===== config.mk =====
export PLATFORM = sky130hd
export DESIGN_NAME = tl_probe_initiator
export DESIGN_NICKNAME = d
export VERILOG_FILES = /design/src/rtl/tl_probe_initiator.sv
export SDC_FILE = /design/constraint.sdc
export NUM_CORES = 1
export LEC_CHECK = 0
export BUFFER_PORTS_ARGS = -buffer_cell sky130_fd_sc_hd__clkbuf_2
export CAP_MARGIN = 20
export CELL_PAD_IN_SITES_DETAIL_PLACEMENT = 1
export CELL_PAD_IN_SITES_GLOBAL_PLACEMENT = 2
export CORE_MARGIN = 3
export CORE_UTILIZATION = 21
export CTS_CLUSTER_SIZE = 12
export DETAILED_ROUTE_END_ITERATION = 16
export PLACE_DENSITY = 0.9
export SKIP_LAST_GASP = 1
export SLEW_MARGIN = 20
export SYNTH_ARGS = -nofsm -noshare
export SYNTH_HDL_FRONTEND = slang
export SYNTH_SLANG_ARGS = --single-unit

===== constraint.sdc =====
create_clock -name clock -period 2.6 [get_ports clock]
set_input_delay 0 -clock clock [delete_from_list [all_inputs] [get_ports clock]]
set_output_delay 0 -clock clock [all_outputs]
set_load 0.02 [all_outputs]

===== src/rtl/tl_probe_initiator.sv =====
// tl_probe_initiator
//
// Manager-side TileLink probe engine. Takes one probe job (line address,
// cap permission, sharer mask). It sends a B-channel Probe to each client in
// the mask, lowest index first, and collects the C-channel ProbeAck and
// ProbeAckData beats. When every expected ack has completed, it returns one
// completion to the MSHR.
//
// Ports
//   clock, reset                      clock, synchronous active-high reset
//   req_valid/ready/addr/param/sharers  probe job input
//   b_valid/ready/opcode/param/address/source  Probe issue (B channel)
//   c_valid/ready/opcode/source/address/last    ack collection (C channel)
//   resp_valid/ready/addr/dirty/error           job completion
//   busy                              engine is not idle
//
// All outputs come from state or registers. No input reaches an output
// within the same cycle.

module tl_probe_initiator #(
    parameter int N_CLIENTS = 2,
    parameter int ADDR_W    = 32,
    parameter int SRC_W     = 4
) (
    input  logic                 clock,
    input  logic                 reset,
    input  logic                 req_valid,
    output logic                 req_ready,
    input  logic [ADDR_W-1:0]    req_addr,
    input  logic [1:0]           req_param,
    input  logic [N_CLIENTS-1:0] req_sharers,
    output logic                 b_valid,
    input  logic                 b_ready,
    output logic [2:0]           b_opcode,
    output logic [1:0]           b_param,
    output logic [ADDR_W-1:0]    b_address,
    output logic [SRC_W-1:0]     b_source,
    input  logic                 c_valid,
    output logic                 c_ready,
    input  logic [2:0]           c_opcode,
    input  logic [SRC_W-1:0]     c_source,
    input  logic [ADDR_W-1:0]    c_address,
    input  logic                 c_last,
    output logic                 resp_valid,
    input  logic                 resp_ready,
    output logic [ADDR_W-1:0]    resp_addr,
    output logic                 resp_dirty,
    output logic                 resp_error,
    output logic                 busy
);

    // state   | meaning
    // s_idle  | waiting for a probe job, req_ready=1
    // s_probe | issuing Probes from to_probe, collecting acks
    // s_wait  | all Probes sent, collecting the remaining acks
    // s_resp  | completion presented until resp_ready
    typedef enum logic [1:0] {
        s_idle  = 2'd0,
        s_probe = 2'd1,
        s_wait  = 2'd2,
        s_resp  = 2'd3
    } state_t;

    state_t state, state_next;

    logic [ADDR_W-1:0]    addr_q;
    logic [1:0]           param_q;
    logic [N_CLIENTS-1:0] to_probe_q;
    logic [N_CLIENTS-1:0] pending_q;
    logic                 dirty_q;
    logic                 error_q;

    logic                 req_fire;
    logic                 b_fire;
    logic                 c_fire;
    logic                 c_expected;
    logic [N_CLIENTS-1:0] src_onehot;
    logic [N_CLIENTS-1:0] probe_onehot;
    logic [N_CLIENTS-1:0] ack_clear;
    logic [N_CLIENTS-1:0] to_probe_next;
    logic [N_CLIENTS-1:0] pending_next;
    logic [SRC_W-1:0]     probe_idx;

    assign req_fire = req_valid && req_ready;
    assign b_fire   = b_valid && b_ready;
    assign c_fire   = c_valid && c_ready;

    // Isolate the lowest set bit of to_probe. This is the client targeted this cycle.
    assign probe_onehot = to_probe_q & (~to_probe_q + N_CLIENTS'(1));

    always_comb begin
        probe_idx = '0;
        for (int i = N_CLIENTS - 1; i >= 0; i--) begin
            if (to_probe_q[i]) probe_idx = SRC_W'(i);
        end
    end

    // A source index outside the client range matches no bit, so that beat
    // counts as unexpected.
    always_comb begin
        src_onehot = '0;
        for (int i = 0; i < N_CLIENTS; i++) begin
            src_onehot[i] = (c_source == SRC_W'(i));
        end
    end

    // An ack is expected only from a client whose probe fired in an earlier
    // cycle. That client still has pending set and to_probe already cleared.
    assign c_expected = |(src_onehot & pending_q & ~to_probe_q)
                        && (c_address == addr_q)
                        && (c_opcode == 3'd4 || c_opcode == 3'd5);

    assign ack_clear     = (c_fire && c_expected && c_last) ? src_onehot : '0;
    assign pending_next  = pending_q & ~ack_clear;
    assign to_probe_next = b_fire ? (to_probe_q & ~probe_onehot) : to_probe_q;

    // State register
    always_ff @(posedge clock) begin
        if (reset) state <= s_idle;
        else       state <= state_next;
    end

    // Next-state logic
    always_comb begin
        state_next = state;
        case (state)
            s_idle: begin
                // An empty mask goes through s_wait for one cycle. Its
                // completion then appears two cycles after acceptance.
                if (req_fire) state_next = (req_sharers == '0) ? s_wait : s_probe;
            end
            s_probe: begin
                if (b_fire && to_probe_next == '0)
                    state_next = (pending_next == '0) ? s_resp : s_wait;
            end
            s_wait: begin
                if (pending_next == '0) state_next = s_resp;
            end
            s_resp: begin
                if (resp_ready) state_next = s_idle;
            end
            default: state_next = s_idle;
        endcase
    end

    // Outputs decoded from state
    always_comb begin
        req_ready  = (state == s_idle);
        b_valid    = (state == s_probe);
        c_ready    = (state == s_probe) || (state == s_wait);
        resp_valid = (state == s_resp);
        busy       = (state != s_idle);
    end

    // Job datapath
    always_ff @(posedge clock) begin
        if (reset) begin
            addr_q     <= '0;
            param_q    <= '0;
            to_probe_q <= '0;
            pending_q  <= '0;
            dirty_q    <= 1'b0;
            error_q    <= 1'b0;
        end else if (req_fire) begin
            addr_q     <= req_addr;
            param_q    <= req_param;
            to_probe_q <= req_sharers;
            pending_q  <= req_sharers;
            dirty_q    <= 1'b0;
            error_q    <= 1'b0;
        end else if (state == s_probe || state == s_wait) begin
            to_probe_q <= to_probe_next;
            pending_q  <= pending_next;
            if (c_fire && c_expected && c_opcode == 3'd5) dirty_q <= 1'b1;
            if (c_fire && !c_expected)                    error_q <= 1'b1;
        end
    end

    assign b_opcode   = 3'd6;
    assign b_param    = param_q;
    assign b_address  = addr_q;
    assign b_source   = probe_idx;
    assign resp_addr  = addr_q;
    assign resp_dirty = dirty_q;
    assign resp_error = error_q;

endmodule


==> run metrics <==
fmax=about 430 MHz; final hold slack=0.0138 ns; critical path fanouts, max=5; vias in the first global route=between 2000 and 3000; Die Height=112 µm; HPWL Detailed=6560 µm; CTS tree=yes; Ant. Diodes=0; top-level port count=approximately 160; Max-Cap Viols=0; first-pass GRT wire length=roughly 14000 µm; Final Setup Violations=0; Cell Rows=38; core area=roughly 11000 µm²; Cells after Synth=304; Placement Cell Area=between 3000 and 4000 µm²; Initial Utilization=between 20% and 30%; fill count=about 1400; status=finished clean; largest net degree at the start of global routing=39; syn avg cell area=a little under 8 µm²; worst skew pair latency=0.28 ns; worst flop-to-flop path endpoint=state[1]; die area=~13000 µm²; CTS buffer count=5; Root Buffer=clkbuf_16; clock sinks=42; WS Path Type=reg2reg; Max IR drop VDD=roughly 0.25 mV; RSZ-0062 raised after global routing=no; YS warnings=0; max-slew violation count=0; Reg2Reg Setup Slack=around 0.30 ns; H-Tree Level Count=2; setup TNS=0 ns; Hold Path End=to_probe_q[1]; Critical Path Start Type=flop; Final Cell Area=3550 µm²; DR vias/cell=around 4.3; Final GP Congestion=between 0.7 and 0.8; Min-Delay Path Depth=3; IO Port Bufs=~160; final WL=between 8000 and 9000 µm; area of the mapped netlist=2370 µm²; final hold vios=0; Worst EP required=around 2.8 ns; Cell variety after synth=34; GR Overflow Total=0; Seq cells post-synth=42; Worst Skew=0.00237 ns; 1st-iter DRT viols=between 70 and 80; share of layout cells above drive strength 1=38.6%; GRT Total Usage=a little over an eighth; initial antenna violation count=0; Worst Setup End Kind=flop; Layout Nets=about 540; Hold Crit Start=req_sharers[1]; Antenna Nets Post-Route=0; RR Startpoint=state[0]; area occupied by multi-input gates=between 1000 and 1500 µm²; post-synthesis sequential area ratio=a little over a third; clk buf depth=2; total setup buffers inserted after CTS=0; # DRC=0; drt first pass iters=4; leakage=1.60 nW; Area Growth Syn to Fin=49.6%; Tmin final=around 2.3 ns; Reg2Reg Depth=9; Critical Path AT=approximately 2.5 ns; power density over cell area=slightly above 800 nW/µm²; post-CTS resize count=0; routed length per instance=~14 µm; Sequential Area=around 840 µm²; Via Count=between 2000 and 3000; fin crit share=roughly nine tenths; Die Width=~110 µm; clock transition at the registers of the reported paths=0.06 ns; HP Class=in2reg
how the worst max path moves through the flow:
stage                   from  endpoint  slack (ns)  depth (start not counted)
floorplan           state[0]  state[1]        0.47                          9
global placement    state[0]  state[1]        0.47                          9
detailed placement  state[0]  state[1]        0.32                          9
CTS                 state[0]  state[1]        0.30                          9
global route        state[0]  state[1]        0.10                          9
finish              state[0]  state[1]        0.30                          9
synthesized netlist by cell type (all sizes together):
cell    instances  area share (%)
nand2          77              12
xnor2          32              12
dfxtp          42              35
a21oi          42             9.2
nor2            7             1.2
buf            40              12
o21ai           1            0.21
ha              4             2.1
nor4            2             1.2
conb            2            0.32
nor2b           1            0.26
inv             6            0.95
o31ai           1            0.32
a221oi          1            0.63
nor3b           1            0.32
or3             2            0.53
clkbuf         11             1.7
a31oi           1            0.26
nor3            7             2.2
or4             1            0.32
o211ai          2            0.63
nand3           6             1.3
mux2i           1            0.42
nand4          11             3.4
and2            2            0.53
o22ai           1            0.26
where the power goes:
group          internal, mW  switching [mW]  total (mW)  leakage (nW)
combinational         0.479           0.840        1.32          1.18
sequential            0.769           0.145       0.913         0.344
clock                 0.450           0.255       0.705        0.0836
final cells by class:
class	count	area share, %
Clock buffer	5	3.52
Clock inverter	3	1.13
Inverter	6	0.634
Multi-Input combinational cell	209	33.5
Sequential cell	42	23.7
Tap cell	140	4.93
Timing Repair Buffer	194	32.6
metal layers:
layer	track usage (%)	vias up	wire, µm
li1	-	1264	-
met1	14.3	1197	3370
met2	25.9	87	4630
met3	2.86	5	511
met4	2.48	0	49
met5	0	-	0
stage by stage:
| step | instances | worst slack (ns) | utilization, % | total power [mW] |
|---|---|---|---|---|
| after detailed placement | 556 | 0.324 | 27.7 | 2.23 |
| after CTS | 599 | 0.299 | 32.5 | 3.01 |
| after floorplan | 308 | 0.468 | - | 1.86 |
| final | 599 | 0.301 | 32.5 | 2.94 |
| after global routing | 599 | 0.104 | 32.5 | 3.15 |
| after global placement | 556 | 0.474 | 27.7 | 2.20 |
repair_timing:
action / 4_1_cts / 5_1_grt
hold endpoints to repair: 35 / 0
hold buffers: 35 / 0
endpoints found under the setup margin: 0 / 0
registers in the layout, summed over array words and instances, names as in the netlist:
signal / cells
b_param: 2
b_address: 32
state: 2
resp_dirty: 1
to_probe_q: 2
pending_q: 2
resp_error: 1
critical path, cell delays in order, from the launching register on:
cell,delay (ns)
dfxtp_1,0.40
inv_1,0.08
ha_1,0.34
and2_1,0.21
nand4_1,0.12
nor4_1,0.29
nand4_1,0.19
a21oi_2,0.24
o31ai_1,0.11
a221oi_2,0.22
cell usage in the layout (no fill, tap or decap), drive strengths merged, types with 2 or more instances in the layout:
cell	instances
clkbuf	160
nand2	77
dfxtp	42
a21oi	42
dlygate4sd3	35
xnor2	32
nand4	11
nor2	7
nor3	7
nand3	6
conb	6
inv	6
ha	4
buf	4
and2	2
or3	2
o211ai	2
clkinv	2
nor4	2
logic make-up (layout without fill, tap and decap cells):
family | Yosys count | after routing | synth area share [%]
compound gates | 49 | 49 | 11.5
xor+xnor | 32 | 32 | 11.8
fa+ha+maj | 4 | 4 | 2.11
buf+inv | 57 | 208 | 15.0
flops | 42 | 42 | 35.4
mux | 1 | 1 | 0.422
other cells | 2 | 6 | 0.317
simple gates | 117 | 117 | 23.4
Power figures use the tool's default switching activity.
